File: config.mk
export PLATFORM = sky130hd
export DESIGN_NAME = note_lanes
export DESIGN_NICKNAME = d
export VERILOG_FILES = /design/src/rtl/note_pkg.sv /design/src/rtl/note_lane.sv /design/src/rtl/note_lanes.sv
export SDC_FILE = /design/constraint.sdc
export NUM_CORES = 2
export LEC_CHECK = 0
export CAP_MARGIN = 20
export CELL_PAD_IN_SITES_DETAIL_PLACEMENT = 0
export CELL_PAD_IN_SITES_GLOBAL_PLACEMENT = 2
export CORE_UTILIZATION = 35
export DETAILED_ROUTE_END_ITERATION = 12
export PLACE_DENSITY = 0.7
export REMOVE_ABC_BUFFERS = 1
export SLEW_MARGIN = 30
export SYNTH_ARGS = -nofsm -noshare
export SYNTH_HDL_FRONTEND = slang
export SYNTH_SLANG_ARGS = --single-unit
export TNS_END_PERCENT = 100
File: constraint.sdc
create_clock -name clk -period 7.83 [get_ports clk]
set_clock_uncertainty 0.05 [all_clocks]
set_input_delay 0.783 -clock clk [delete_from_list [all_inputs] [get_ports clk]]
set_output_delay 0.783 -clock clk [all_outputs]
set_load 0.05 [all_outputs]
File: src/rtl/note_pkg.sv
// Shared types and parameter defaults for the note lane game block.
package note_pkg;

   localparam int JUDGE_W = 2;

   typedef enum logic [JUDGE_W-1:0] {
      NONE = 2'b00,
      GOOD = 2'b01,
      BAD  = 2'b10,
      MISS = 2'b11
   } judge_e;

   localparam int LANES_DEF    = 4;
   localparam int DEPTH_DEF    = 480;
   localparam int TICK_DIV_DEF = 5;
   localparam int HIT_WIN_DEF  = 8;
   localparam int HOLD_DEF     = 16;
   localparam int SCORE_W_DEF  = 16;

endpackage

File: src/rtl/note_lane.sv
// One lane: note shift register, bottom-window hit search and
// judgement hold timer.
module note_lane
   import note_pkg::*;
#(
   parameter int DEPTH   = DEPTH_DEF,
   parameter int HIT_WIN = HIT_WIN_DEF,
   parameter int HOLD    = HOLD_DEF
) (
   input  logic                     clk,
   input  logic                     rst_n,
   input  logic                     clear,
   input  logic                     step,
   input  logic                     spawn,
   input  logic                     key,
   input  logic [$clog2(DEPTH)-1:0] rd_row,
   output logic                     rd_bit,
   output logic [JUDGE_W-1:0]       judge,
   output judge_e                   ev,
   output logic                     miss
);

   localparam int RW = $clog2(DEPTH);
   localparam int HW = (HOLD > 1) ? $clog2(HOLD) : 1;

   logic [DEPTH-1:0] rows_q, rows_d, kept;
   judge_e           judge_q, judge_d;
   logic [HW-1:0]    hold_q, hold_d;
   logic             hit;
   logic [RW-1:0]    hit_idx;

   always_comb begin
      hit     = 1'b0;
      hit_idx = '0;
      for (int i = DEPTH - HIT_WIN; i < DEPTH; i++) begin
         if (rows_q[i]) begin
            hit     = 1'b1;
            hit_idx = RW'(i);
         end
      end

      // The hit is removed before the shift, so a caught bottom
      // note never falls out as a miss.
      kept = rows_q;
      if (key && hit) kept[hit_idx] = 1'b0;
      miss = step && kept[DEPTH-1];

      rows_d = kept;
      if (step) rows_d = {kept[DEPTH-2:0], 1'b0};
      if (spawn) rows_d[0] = 1'b1;

      ev = NONE;
      if (key) ev = hit ? GOOD : BAD;
      else if (miss) ev = MISS;

      judge_d = judge_q;
      hold_d  = hold_q;
      if (ev != NONE) begin
         judge_d = ev;
         hold_d  = HW'(HOLD - 1);
      end else if (judge_q != NONE) begin
         if (hold_q == '0) judge_d = NONE;
         else hold_d = hold_q - 1'b1;
      end

      if (clear) begin
         rows_d  = '0;
         judge_d = NONE;
         hold_d  = '0;
      end
   end

   always_comb begin
      rd_bit = 1'b0;
      if (int'(rd_row) < DEPTH) rd_bit = rows_q[rd_row];
   end

   assign judge = judge_q;

   always_ff @(posedge clk or negedge rst_n) begin
      if (!rst_n) begin
         rows_q  <= '0;
         judge_q <= NONE;
         hold_q  <= '0;
      end else begin
         rows_q  <= rows_d;
         judge_q <= judge_d;
         hold_q  <= hold_d;
      end
   end

endmodule

File: src/rtl/note_lanes.sv
// Multi-lane note scroller: divider, spawn handshake and scoring.
// Define NOTE_LANES_COMBO_EN to build the consecutive-GOOD counter.
module note_lanes
   import note_pkg::*;
#(
   parameter int LANES    = LANES_DEF,
   parameter int DEPTH    = DEPTH_DEF,
   parameter int TICK_DIV = TICK_DIV_DEF,
   parameter int HIT_WIN  = HIT_WIN_DEF,
   parameter int HOLD     = HOLD_DEF,
   parameter int SCORE_W  = SCORE_W_DEF
) (
   input  logic                     clk,
   input  logic                     rst_n,
   input  logic                     clear,
   input  logic                     pause,
   input  logic                     tick,
   input  logic                     spawn_valid,
   output logic                     spawn_ready,
   input  logic [$clog2(LANES)-1:0] spawn_lane,
   input  logic [LANES-1:0]         key,
   input  logic [$clog2(LANES)-1:0] rd_lane,
   input  logic [$clog2(DEPTH)-1:0] rd_row,
   output logic                     rd_bit,
   output logic [2*LANES-1:0]       judge,
   output logic [SCORE_W-1:0]       score,
   output logic [SCORE_W-1:0]       miss_cnt,
   output logic [SCORE_W-1:0]       combo
);

   localparam int DW = (TICK_DIV > 1) ? $clog2(TICK_DIV) : 1;
   localparam logic [DW-1:0] DIV_LAST = DW'(TICK_DIV - 1);

   logic [DW-1:0]      div_q, div_d;
   logic [SCORE_W-1:0] score_q, score_d;
   logic [SCORE_W-1:0] miss_q, miss_d;
   logic               step, xfer;
   logic [LANES-1:0]   lane_spawn, lane_key, lane_miss, lane_rd;
   judge_e             lane_ev [LANES];

   assign spawn_ready = rst_n && !pause && !clear;
   assign xfer        = spawn_valid && spawn_ready;
   assign step        = tick && !pause && (div_q == DIV_LAST);

   always_comb begin
      div_d = div_q;
      if (tick && !pause) div_d = step ? '0 : div_q + 1'b1;
      if (clear) div_d = '0;
   end

   for (genvar g = 0; g < LANES; g++) begin : g_lane
      assign lane_spawn[g] = xfer && (int'(spawn_lane) == g);
      assign lane_key[g]   = key[g] && !pause;

      note_lane #(
         .DEPTH   (DEPTH),
         .HIT_WIN (HIT_WIN),
         .HOLD    (HOLD)
      ) u_lane (
         .clk    (clk),
         .rst_n  (rst_n),
         .clear  (clear),
         .step   (step),
         .spawn  (lane_spawn[g]),
         .key    (lane_key[g]),
         .rd_row (rd_row),
         .rd_bit (lane_rd[g]),
         .judge  (judge[2*g +: 2]),
         .ev     (lane_ev[g]),
         .miss   (lane_miss[g])
      );
   end

   assign rd_bit = (int'(rd_lane) < LANES) && lane_rd[rd_lane];

   always_comb begin
      score_d = score_q;
      miss_d  = miss_q;
      for (int i = 0; i < LANES; i++) begin
         if (lane_ev[i] == GOOD && score_d != '1) score_d = score_d + 1'b1;
         if (lane_miss[i] && miss_d != '1) miss_d = miss_d + 1'b1;
      end
      if (clear) begin
         score_d = '0;
         miss_d  = '0;
      end
   end

   always_ff @(posedge clk or negedge rst_n) begin
      if (!rst_n) begin
         div_q   <= '0;
         score_q <= '0;
         miss_q  <= '0;
      end else begin
         div_q   <= div_d;
         score_q <= score_d;
         miss_q  <= miss_d;
      end
   end

   assign score    = score_q;
   assign miss_cnt = miss_q;

`ifdef NOTE_LANES_COMBO_EN
   logic [SCORE_W-1:0] combo_q, combo_d;
   logic               brk;

   always_comb begin
      combo_d = combo_q;
      brk     = 1'b0;
      for (int i = 0; i < LANES; i++) begin
         if (lane_ev[i] == GOOD && combo_d != '1) combo_d = combo_d + 1'b1;
         if (lane_ev[i] == BAD || lane_miss[i]) brk = 1'b1;
      end
      // A break anywhere in the cycle beats any same-cycle GOODs.
      if (brk || clear) combo_d = '0;
   end

   always_ff @(posedge clk or negedge rst_n) begin
      if (!rst_n) combo_q <= '0;
      else combo_q <= combo_d;
   end

   assign combo = combo_q;
`else
   assign combo = '0;
`endif

endmodule
==> metrics.txt <==
antenna violations before repair=8; # rows=185; area delta synth->final=13.3%; Critical Path Max Stage Delay=roughly 700 ps; CTS tree=built; Synth Cell Area=~90000 µm²; Leak=0.0447 µW; Worst path slowest cell=or4_4; CP Max Fanout=12; DRT Pass-1 Iters=7; vias per cell=between 5 and 6; total gr overflow=0; Setup violations, final=0; family with the most delay on the worst path=simple AND/OR/NAND/NOR gates; crit-path most repeated cell=nand2_1; CP required=8500 ps; largest net degree at the start of global routing=between 200 and 250; worst path bufs/invs=1; clock period minus final worst setup slack=7160 ps; Post-DP Area=between 90000 and 100000 µm²; Routability Congestion=0.802; Non-Filler Instances=between 9k and 10k; RSZ-0062 raised after global routing=no; fin nets=roughly 6.1k; Avg WL per Cell=~22 µm; Synthesis Warnings=0; max_slew headroom=between 20% and 30%; Worst setup EP type=flip-flop; setup TNS=0 ps; Setup crit start kind=flip-flop; DR vias=roughly 56k; Yosys cell types=102; outcome=finished, final reports clean; Arr. time, crit path=around 7800 ps; port bufs=64; overall routing resource usage=16.3%; DPL Wire Length=between 100000 and 150000 µm; Mapped Cells=a little over 6k; Die ar.=259000 µm²; Max Buffers Root-to-Sink=3; register area share after synthesis=55.1%; fmax=140 MHz; largest area contributor in the netlist=dfrtp_1; Worst VDD drop=a little under 0.0002 V; max cap viols=0; core area=~250000 µm²; Tcrit/Tclk final=between 90% and 100%; commonest cells in the netlist=dfrtp_1 (1979), a22o_1 (1886), mux4_2 (631); worst setup path category=flip-flop to flip-flop; first-pass GRT wire length=between 300000 and 400000 µm; clock slew at reported path FFs=approximately 60 ps; Hold WC Path Type=primary input to flip-flop; DRC viols=0; Initial Utilization=a little over a third; Synth Area per Inst=between 10 and 15 µm²; Sink Count=1979; Antenna Nets Post-Route=0; Max Transition Viols Final=0; H-tree level count=4; final instance area=102000 µm²; Final Hold Viols=0; Worst-Skew Late Latency=roughly 900 ps; number of DRC markers in iteration 0=5059; Synth area leaders=dfrtp_1 (55%), a22o_1 (18%), mux4_2 (16%); Die X=509 µm; CTS buffer count=~220; slew of the pin with the lowest slew margin=between 1000 and 1500 ps; Die Ht=509 µm; most frequent cell after synthesis=dfrtp_1; root buffer cell=clkbuf_16; layout cells sized above 1=19.7%; number of synthesized flops with an enable pin=0; Top FF cell, synth=dfrtp_1; final WL=209000 µm; placed cells=about 9.2k; vias in the first global route=slightly below 60k; Yosys reg bits=just under 2k; I/O Pins=81; Async SR Flop Fraction=100%; top cell type's share of synthesized area=55.1%; Pwr Density=roughly 210 nW/µm²
==> state kept, by name, indices dropped and copies added, names as in the netlist <==
name                  flops
score                    16
g_lane.u_lane.judge       8
div_q                     3
miss_cnt                 16
g_lane.u_lane.hold_q     16
g_lane.u_lane.rows_q   1920
==> worst register-to-register path, delay by kind of cell (launching register included) <==
kind	cells	cell delay (ps)
xor+xnor	1	290
simple gates	13	3310
fa+ha+maj	4	1120
mux	2	530
buf+inv	1	60
compound gates	4	1150
flops	1	490
==> where the power goes <==
group | internal [µW] | switching, µW | total, µW | leakage, µW
clock network | 6170 | 4370 | 10500 | 0.00368
registers | 10200 | 11.3 | 10300 | 0.0276
logic | 247 | 675 | 921 | 0.0133
==> area by class of cell <==
| cell class | count | area, µm² |
|---|---|---|
| antenna | 3 | 7.51 |
| clock buffer | 316 | 6290 |
| clock inverter | 82 | 1230 |
| fill | 23300 | 153000 |
| inverter | 39 | 146 |
| multi-input combinational | 3584 | 37800 |
| sequential | 1979 | 49500 |
| tap | 3366 | 4210 |
| timing repair buffer | 224 | 2600 |
==> repair_timing <==
item,4_1_cts,5_1_grt
setup buffers,0,0
resized for setup,0,1
endpoints found under the hold margin,82,0
setup endpoints to repair,0,1
hold buffers,1,0
==> metrics by stage <==
step / hold WS (ps) / util [%] / worst slack, ps / total power, µW
global placement: 450 / 36.9 / 280 / 11400
CTS: 123 / 39.9 / 650 / 22100
finish: 202 / 40.0 / 674 / 21700
floorplan: 432 / - / -57980 / 10800
global route: 144 / 40.0 / 107 / 22600
detailed placement: 449 / 36.9 / 285 / 11400
==> layout by cell type (no fill, tap or decap), types with 9 or more instances in the layout <==
cell | netlist | routed
a211oi_1 | 16 | 16
a21oi_1 | 86 | 86
a22o_1 | 1886 | 1886
a31oi_1 | 26 | 25
and2_1 | 20 | 20
and3_1 | 20 | 20
buf_12 | 0 | 41
buf_16 | 0 | 11
buf_4 | 18 | 104
bufinv_16 | 0 | 17
clkbuf_1 | 532 | 48
clkbuf_16 | 0 | 215
clkbuf_8 | 0 | 53
clkdlybuf4s50_1 | 0 | 53
clkinv_16 | 0 | 14
clkinv_2 | 0 | 42
conb_1 | 1 | 16
dfrtp_1 | 1979 | 1979
ha_1 | 14 | 14
inv_1 | 39 | 39
mux2_2 | 10 | 10
mux2i_1 | 23 | 23
mux4_2 | 631 | 631
nand2_1 | 125 | 125
nand2b_1 | 28 | 28
nand3_1 | 63 | 63
nand3b_1 | 9 | 9
nand4_1 | 28 | 28
nor2_1 | 124 | 122
nor2b_1 | 16 | 16
nor3_1 | 30 | 30
nor3b_1 | 13 | 12
nor4_1 | 23 | 23
o211ai_1 | 25 | 25
o21ai_0 | 46 | 46
or3_1 | 15 | 15
xnor2_1 | 54 | 54
xor2_1 | 35 | 35
==> final timing paths <==
check                                             start                      endpoint  slack [ps]  cells past startpoint
max in group asynchronous                         rst_n    g_lane[1].u_lane.rows_q[0]        4400                      6
setup reg to reg                               score[0]                      score[1]         670                     25
setup / recovery                               score[0]                      score[1]         670                     25
hold reg to reg            g_lane[0].u_lane.rows_q[449]  g_lane[0].u_lane.rows_q[450]         430                      1
hold / removal                                    clear  g_lane[2].u_lane.rows_q[472]         200                      2
min in group asynchronous                         rst_n   g_lane[1].u_lane.rows_q[69]         510                      2
==> layer usage <==
| metal | vias to the layer above | track usage (%) | wire length [µm] |
|---|---|---|---|
| li1 | 24700 | - | - |
| met2 | 1072 | 24.4 | 95700 |
| met1 | 30300 | 24.6 | 100000 |
| met3 | 312 | 2.32 | 8230 |
| met4 | 0 | 4.63 | 5100 |
| met5 | - | 0 | 0 |
==> kinds of logic (layout without fill, tap and decap cells) <==
kind of cell    count (synthesis)  count (layout)  synth area share [%]
fa+ha+maj                      14              14                 0.195
xor+xnor                       91              91                 0.904
flops                        1979            1979                  55.1
mux                           664             664                  16.2
buf+inv                       668             661                  2.90
compound gates               2222            2222                  21.1
other cells                     1              19               0.00418
simple gates                  577             577                  3.58
Power figures use the tool's default switching activity.
